[src/rtl/case9_sig_harness.sv]
// Stimulus/response harness around the combinational case9 netlist: walks all
// 1024 input vectors and folds the five responses into a MISR plus a y1 hit count.
module case9_sig_harness #(
  parameter int                MISR_W = 16,
  parameter logic [MISR_W-1:0] POLY   = 16'h1021
) (
  input  logic              clk,
  input  logic              rst,
  input  logic              start,
  input  logic              hold,
  output logic              a,
  output logic              b,
  output logic              c,
  output logic              d,
  output logic              e,
  output logic              f,
  output logic              g,
  output logic              h,
  output logic              i,
  output logic              j,
  input  logic              y1,
  input  logic              y2,
  input  logic              y3,
  input  logic              y4,
  input  logic              y5,
  output logic              busy,
  output logic              done,
  output logic [9:0]        vec_idx,
  output logic [MISR_W-1:0] signature,
  output logic [10:0]       y1_cnt
);

  typedef enum logic [1:0] {
    S_IDLE    = 2'd0,
    S_APPLY   = 2'd1,
    S_CAPTURE = 2'd2,
    S_DONE    = 2'd3
  } state_t;

  state_t            state_q, state_d;
  logic [9:0]        vec_q, vec_d;
  logic [MISR_W-1:0] sig_q, sig_d;
  logic [10:0]       cnt_q, cnt_d;
  logic              busy_q, busy_d;
  logic              done_q, done_d;

  // One MISR step: shift with polynomial feedback, then XOR in the responses.
  function automatic logic [MISR_W-1:0] misr_step(input logic [MISR_W-1:0] s,
                                                 input logic [4:0]        yv);
    logic [MISR_W-1:0] nxt;
    nxt = {s[MISR_W-2:0], 1'b0};
    if (s[MISR_W-1]) nxt = nxt ^ POLY;
    nxt[4:0] = nxt[4:0] ^ yv;
    return nxt;
  endfunction

  always_comb begin
    state_d = state_q;
    vec_d   = vec_q;
    sig_d   = sig_q;
    cnt_d   = cnt_q;
    case (state_q)
      S_IDLE, S_DONE: begin
        if (start) begin
          vec_d   = '0;
          sig_d   = '0;
          cnt_d   = '0;
          state_d = S_APPLY;
        end
      end
      S_APPLY: begin
        if (!hold) state_d = S_CAPTURE;
      end
      S_CAPTURE: begin
        if (!hold) begin
          sig_d = misr_step(sig_q, {y5, y4, y3, y2, y1});
          cnt_d = cnt_q + {10'd0, y1};
          if (vec_q == 10'd1023) begin
            state_d = S_DONE;
          end else begin
            vec_d   = vec_q + 10'd1;
            state_d = S_APPLY;
          end
        end
      end
      default: state_d = S_IDLE;
    endcase
    // Status flags are registered from the next state so they change with it.
    busy_d = (state_d == S_APPLY) || (state_d == S_CAPTURE);
    done_d = (state_d == S_DONE);
  end

  always_ff @(posedge clk) begin
    if (rst) begin
      state_q <= S_IDLE;
      vec_q   <= '0;
      sig_q   <= '0;
      cnt_q   <= '0;
      busy_q  <= 1'b0;
      done_q  <= 1'b0;
    end else begin
      state_q <= state_d;
      vec_q   <= vec_d;
      sig_q   <= sig_d;
      cnt_q   <= cnt_d;
      busy_q  <= busy_d;
      done_q  <= done_d;
    end
  end

  assign {a, b, c, d, e, f, g, h, i, j} = vec_q;
  assign vec_idx   = vec_q;
  assign signature = sig_q;
  assign y1_cnt    = cnt_q;
  assign busy      = busy_q;
  assign done      = done_q;

endmodule

[config.mk]
export PLATFORM = sky130hd
export DESIGN_NAME = case9_sig_harness
export DESIGN_NICKNAME = d
export VERILOG_FILES = /design/src/rtl/case9_sig_harness.sv
export SDC_FILE = /design/constraint.sdc
export NUM_CORES = 1
export LEC_CHECK = 0
export ABC_CLOCK_PERIOD_IN_PS = 2800
export BUFFER_PORTS_ARGS = -buffer_cell sky130_fd_sc_hd__clkbuf_2
export CAP_MARGIN = 20
export CORE_MARGIN = 5
export CORE_UTILIZATION = 27
export CTS_BUF_LIST = sky130_fd_sc_hd__clkbuf_8 sky130_fd_sc_hd__clkbuf_16
export CTS_CLUSTER_SIZE = 10
export DETAILED_ROUTE_END_ITERATION = 10
export GPL_TIMING_DRIVEN = 0
export SYNTH_ARGS = -nofsm -noshare
export SYNTH_HDL_FRONTEND = slang
export SYNTH_SLANG_ARGS = --single-unit
[constraint.sdc]
create_clock -name clk -period 2.8 [get_ports clk]
set_input_delay 0.14 -clock clk [delete_from_list [all_inputs] [get_ports clk]]
set_output_delay 0.14 -clock clk [all_outputs]
set_load 0.02 [all_outputs]
## Word-level counts from Yosys, hierarchy flattened

Cells that the tools add are included.

- Flip-flop bits (word level): 41

- Muxes and demuxes: 18
- Equal/unequal tests: 10
- Add/subtract/negate cells: 2
- Bitwise operators: 2
- Reductions and logical operators: 6

Operators by type and width:

| kind | number |
|---|---|
| $mux 16 | 4 |
| $pmux 16 s2 | 1 |
| $mux 10 | 3 |
| $mux 11 | 2 |
| $pmux 11 s2 | 1 |
| $pmux 10 s2 | 1 |
| $mux 13 | 1 |
| $add 11x1->11 | 1 |
| $add 10x1->10 const B | 1 |
| $eq 10x10->1 const B | 1 |
| $eq 2x2->1 const B | 4 |
| $mux 2 | 4 |
| $ne 2x2->1 const B | 3 |
| $pmux 2 s3 | 1 |
| $xor 5x5->5 | 1 |
| $eq 2x1->1 const B | 2 |
| $reduce_and 4->1 | 1 |
| $not 3->3 | 1 |
| $reduce_and 3->1 | 1 |
| $logic_not 2->1 | 1 |
| $reduce_bool 2->1 | 1 |
| $reduce_or 2->1 | 1 |
| $logic_or 1x1->1 | 1 |

## Logic depth before layout (Yosys ltp)

- Depth in word-level cells: 7
- Mapped depth: 8
- Mapped depth without buffers: 8

## Least setup slack after synthesis

No wires, ideal clock.

- Kind: register to register
- From: register state_q[0]
- To: register cnt_q[9], in the netlist y1_cnt[9]
- Path slack: 0.869 ns
- Period minus slack after synthesis: 1.931 ns
- Stages on the path, launching flop included: 9
- Arrival time: 1.872 ns
- Path buffers: 2
- Library setup time: 0.059 ns
- Path through: dfxtp_1 > inv_1 > ha_1 > buf_4 > and3b_1 > or2_0 > clkbuf_1 > or4_1 > nand2_1

- Cells in the longest elaborated chain, start to end: 4
- Elaborated cells on any way between the ends: 9

RTL lines:

| item | line | source |
|---|---|---|
| from (decl) | 40 | `state_t state_q, state_d;` |
| from (signal assigned) | 102 | `state_q <= state_d;` |
| $eq 2x2->1 / $logic_not 2->1 (equally long branches) | 62 | `case (state_q)` |
| $reduce_or 2->1 | 62 |  |
| $ne 2x2->1 (no source line) / $reduce_bool 2->1 (equally long branches) | -- |  |
| $reduce_and 3->1 (no source line) | -- |  |
| to (signal assigned) | 105 | `cnt_q <= cnt_d;` |
| to (decl) | 43 | `logic [10:0] cnt_q, cnt_d;` |

Several ways; a longest one is shown, not always the timed one.
A chain may end at the register's enable or synchronous reset.

## Worst setup path in the final report

- From: register state_q[0]
- To: register cnt_q[4], in the netlist y1_cnt[4]

Same word-level chain as after synthesis.

==> qor.yml <==
run_status: "completed"
drtAntennaViolNets: 0
ios: 58
r2r_cells: 8
clockBufferDepth: 2
antenna_found_initial: 0
critPathSlowestCell: "clkbuf_1"
synth.yosys.seq_area_share_pct: 41.3
drive_above_1_share_pct: 28.3
drcViolationCount: 0
portBuffers: 57
die_h_um: 95.8
cp_cell_sequence: "inv_1 > ha_1 > buf_4 > and3b_1 > or2_0 > clkbuf_1 > clkbuf_1 > a21oi_1"
cts.sinks: 41
grt_usage_pct: 11.2
firstDrtPassIters: 4
r2r_end: "y1_cnt[4]$_SDFFE_PP0P_"
fin_crit_ns: 2.24
die_area_sq_um: 9190
syn_to_final_growth_pct: 25.8
r2r-start: "state_q[0]$_SDFF_PP0_"
yosys-top-cells-count: "dfxtp_1 (41), nand2_1 (37), a21oi_1 (30), nand3_1 (16), buf_4 (11)"
finClkSkew_ns: 0.00616
synth-edff-count: 0
cts_tree: "yes"
min_from: "rst"
dp_slack_ns: 0.519
grt_pass1_vias: 1723
clk_latency_ns: 0.30
cap_viol_max_count: 0
holdBufCountCts: 0
endpoint_kind: "register"
dp_hpwl_um: 3810
hold_class: "input port to register"
layout_setup_ws_ns: 0.557
cts_buffers: 5
cp_top_family: "buffers and inverters"
fin_setup_tns_ns: 0
grt_max_degree: 13
grt_overflow: 0
finalSetupViolCount: 0
grt_pass1_wl_um: 8090
max_slew_margin_pct: 59.1
synth.distinct_cells: 45
async_flop_share_pct: 0
die_w_um: 95.8
htree_levels: 2
synth-main-ff-cell: "dfxtp_1"
synth_area_per_cell_sq_um: 8.43
via_per_inst: 4.72
seqCellArea_sq_um: 821
yosys_warnings: 0
cp-start-kind: "register"
max_stage_delay_ns: 0.53
syn_nets: 251
cp.required_ns: 2.95
fillers: 774
nNetsFinal: 315
worstPathArrival_ns: 2.40
multi_input_area_sq_um: 1010
synth_most_common_cell: "dfxtp_1"
worstMarginPinSlew_ns: 0.614
rows: 31
num_vias: 1885
min_path_cells: 2
cts_root_buf: "clkbuf_8"
drtIter0Drc: 80
leakage_nw: 1.03
ys_seq_elements: 41
antenna_cells: 0
synth_top_area_share_pct: 41.3
post-route-period-util_pct: 80.1
routedWlPerCell_um: 12.5
p_total_mw: 1.25
synth_largest_area_cell: "dfxtp_1"
netlist_instances: 236
power.density_nw_per_um2: 500
drt-total-wl_um: 4990
fmax_ghz: 0.446
clkTransAtPathRegs_ns: 0.08
place_congestion: 0.786
cp_max_fo: 10
cp.buffers_inverters: 4
cts_setup_buffers: 0
netlist_top_cells_area: "dfxtp_1 (41%), a21oi_1 (7.5%), nand2_1 (7.0%)"
rsz0062_at_grt: "false"
critPathMostFrequentCell: "clkbuf_1"
crit_type: "register to register"
slew_viol_final: 0
hold_viol: 0
rrSetupSlack_ns: 0.56
syn_area_sq_um: 1990
cts_resized: 0
hold_path_end: "done$_SDFF_PP0_"
fp.coreArea_sq_um: 7210
start_util_pct: 27.6
ir_worst_vdd_mv: 0.192
==> area by class of cell <==
| type | instances | share of cell area (%) |
|---|---|---|
| flip-flops and latches | 41 | 32.8 |
| well taps | 99 | 4.95 |
| repair buffers | 57 | 11.4 |
| multi-input cells | 168 | 40.3 |
| clock buffers | 5 | 2.75 |
| plain buffers | 23 | 5.80 |
| clock inverters | 2 | 1.40 |
| inverters | 4 | 0.600 |
==> cells by family after synthesis <==
logic type	Yosys count	synth area share, %
AOI/OAI and AO/OA	52	15.7
muxes	2	1.26
DFF	41	41.3
xor gates and xnor gates	11	4.84
buffers and inverters	27	8.05
adders and majority gates	6	3.77
and+or+nand+nor	97	25.2
==> per-layer routing <==
metal	track usage, %	routed length (um)	vias up
met3	3.05	300	10
met2	17.5	2220	49
met1	14.6	2370	873
met4	4.27	94	0
li1	-	-	953
met5	0	0	-
==> worst max path at each step <==
stage	from	end	slack (ns)	depth (start not counted)
final	state_q[0]$_SDFF_PP0_	y1_cnt[4]$_SDFFE_PP0P_	0.56	8
after global routing	state_q[0]$_SDFF_PP0_	y1_cnt[10]$_SDFFE_PP0P_	0.31	8
after CTS	state_q[0]$_SDFF_PP0_	y1_cnt[4]$_SDFFE_PP0P_	0.52	8
after floorplan	state_q[0]$_SDFF_PP0_	y1_cnt[9]$_SDFFE_PP0P_	0.87	8
after global placement	state_q[0]$_SDFF_PP0_	vec_idx[9]$_SDFFE_PP0P_	0.63	8
after detailed placement	state_q[0]$_SDFF_PP0_	y1_cnt[4]$_SDFFE_PP0P_	0.52	8
==> power breakdown <==
part	switching [mW]	leakage, nW	total, mW	internal [mW]
Clock	0.204	0.0540	0.464	0.259
Sequential	0.00675	0.331	0.600	0.594
Combinational	0.128	0.643	0.186	0.0576
==> through the flow <==
step	hold WS, ns	area [sq um]	utilization [%]	instances
floorplan	0.212	1990	-	236
global placement	0.382	2400	33.2	392
detailed placement	0.390	2400	33.2	392
CTS	0.0685	2500	34.7	399
global route	0.0684	2500	34.7	399
finish	0.0709	2500	34.7	399
==> worst reg2reg max path, delay by kind of cell (launching register included) <==
family	cells	cell delay [ns]
AO/OA/AOI/OAI	1	0.08
flip-flops	1	0.36
buffers and inverters	4	1.13
adder cells (fa/ha/maj)	1	0.27
AND/OR/NAND/NOR	2	0.27
==> layout by cell type (no fill, tap or decap), types with 2 or more instances in the layout <==
cell	count
clkbuf_1	8
and3_1	3
nor3_1	2
or3_1	4
nor2_1	8
nand4_1	3
buf_4	11
ha_1	6
nor4_1	3
nor2b_1	2
a311oi_1	2
buf_6	2
dfxtp_1	41
clkbuf_8	5
nand2_1	37
o31ai_1	4
or4_1	5
o21ai_0	5
a21oi_1	30
inv_1	4
a211oi_1	2
and2_1	2
xnor2_1	3
xor2_1	8
buf_2	2
nand3_1	16
nand2b_1	3
and4_1	2
clkbuf_2	57
==> sequential cells by signal, indices dropped and copies added (netlist names) <==
name / cells
vec_idx: 10
busy: 1
done: 1
signature: 16
y1_cnt: 11
state_q: 2
No activity file was read; power rests on OpenSTA's default activity.
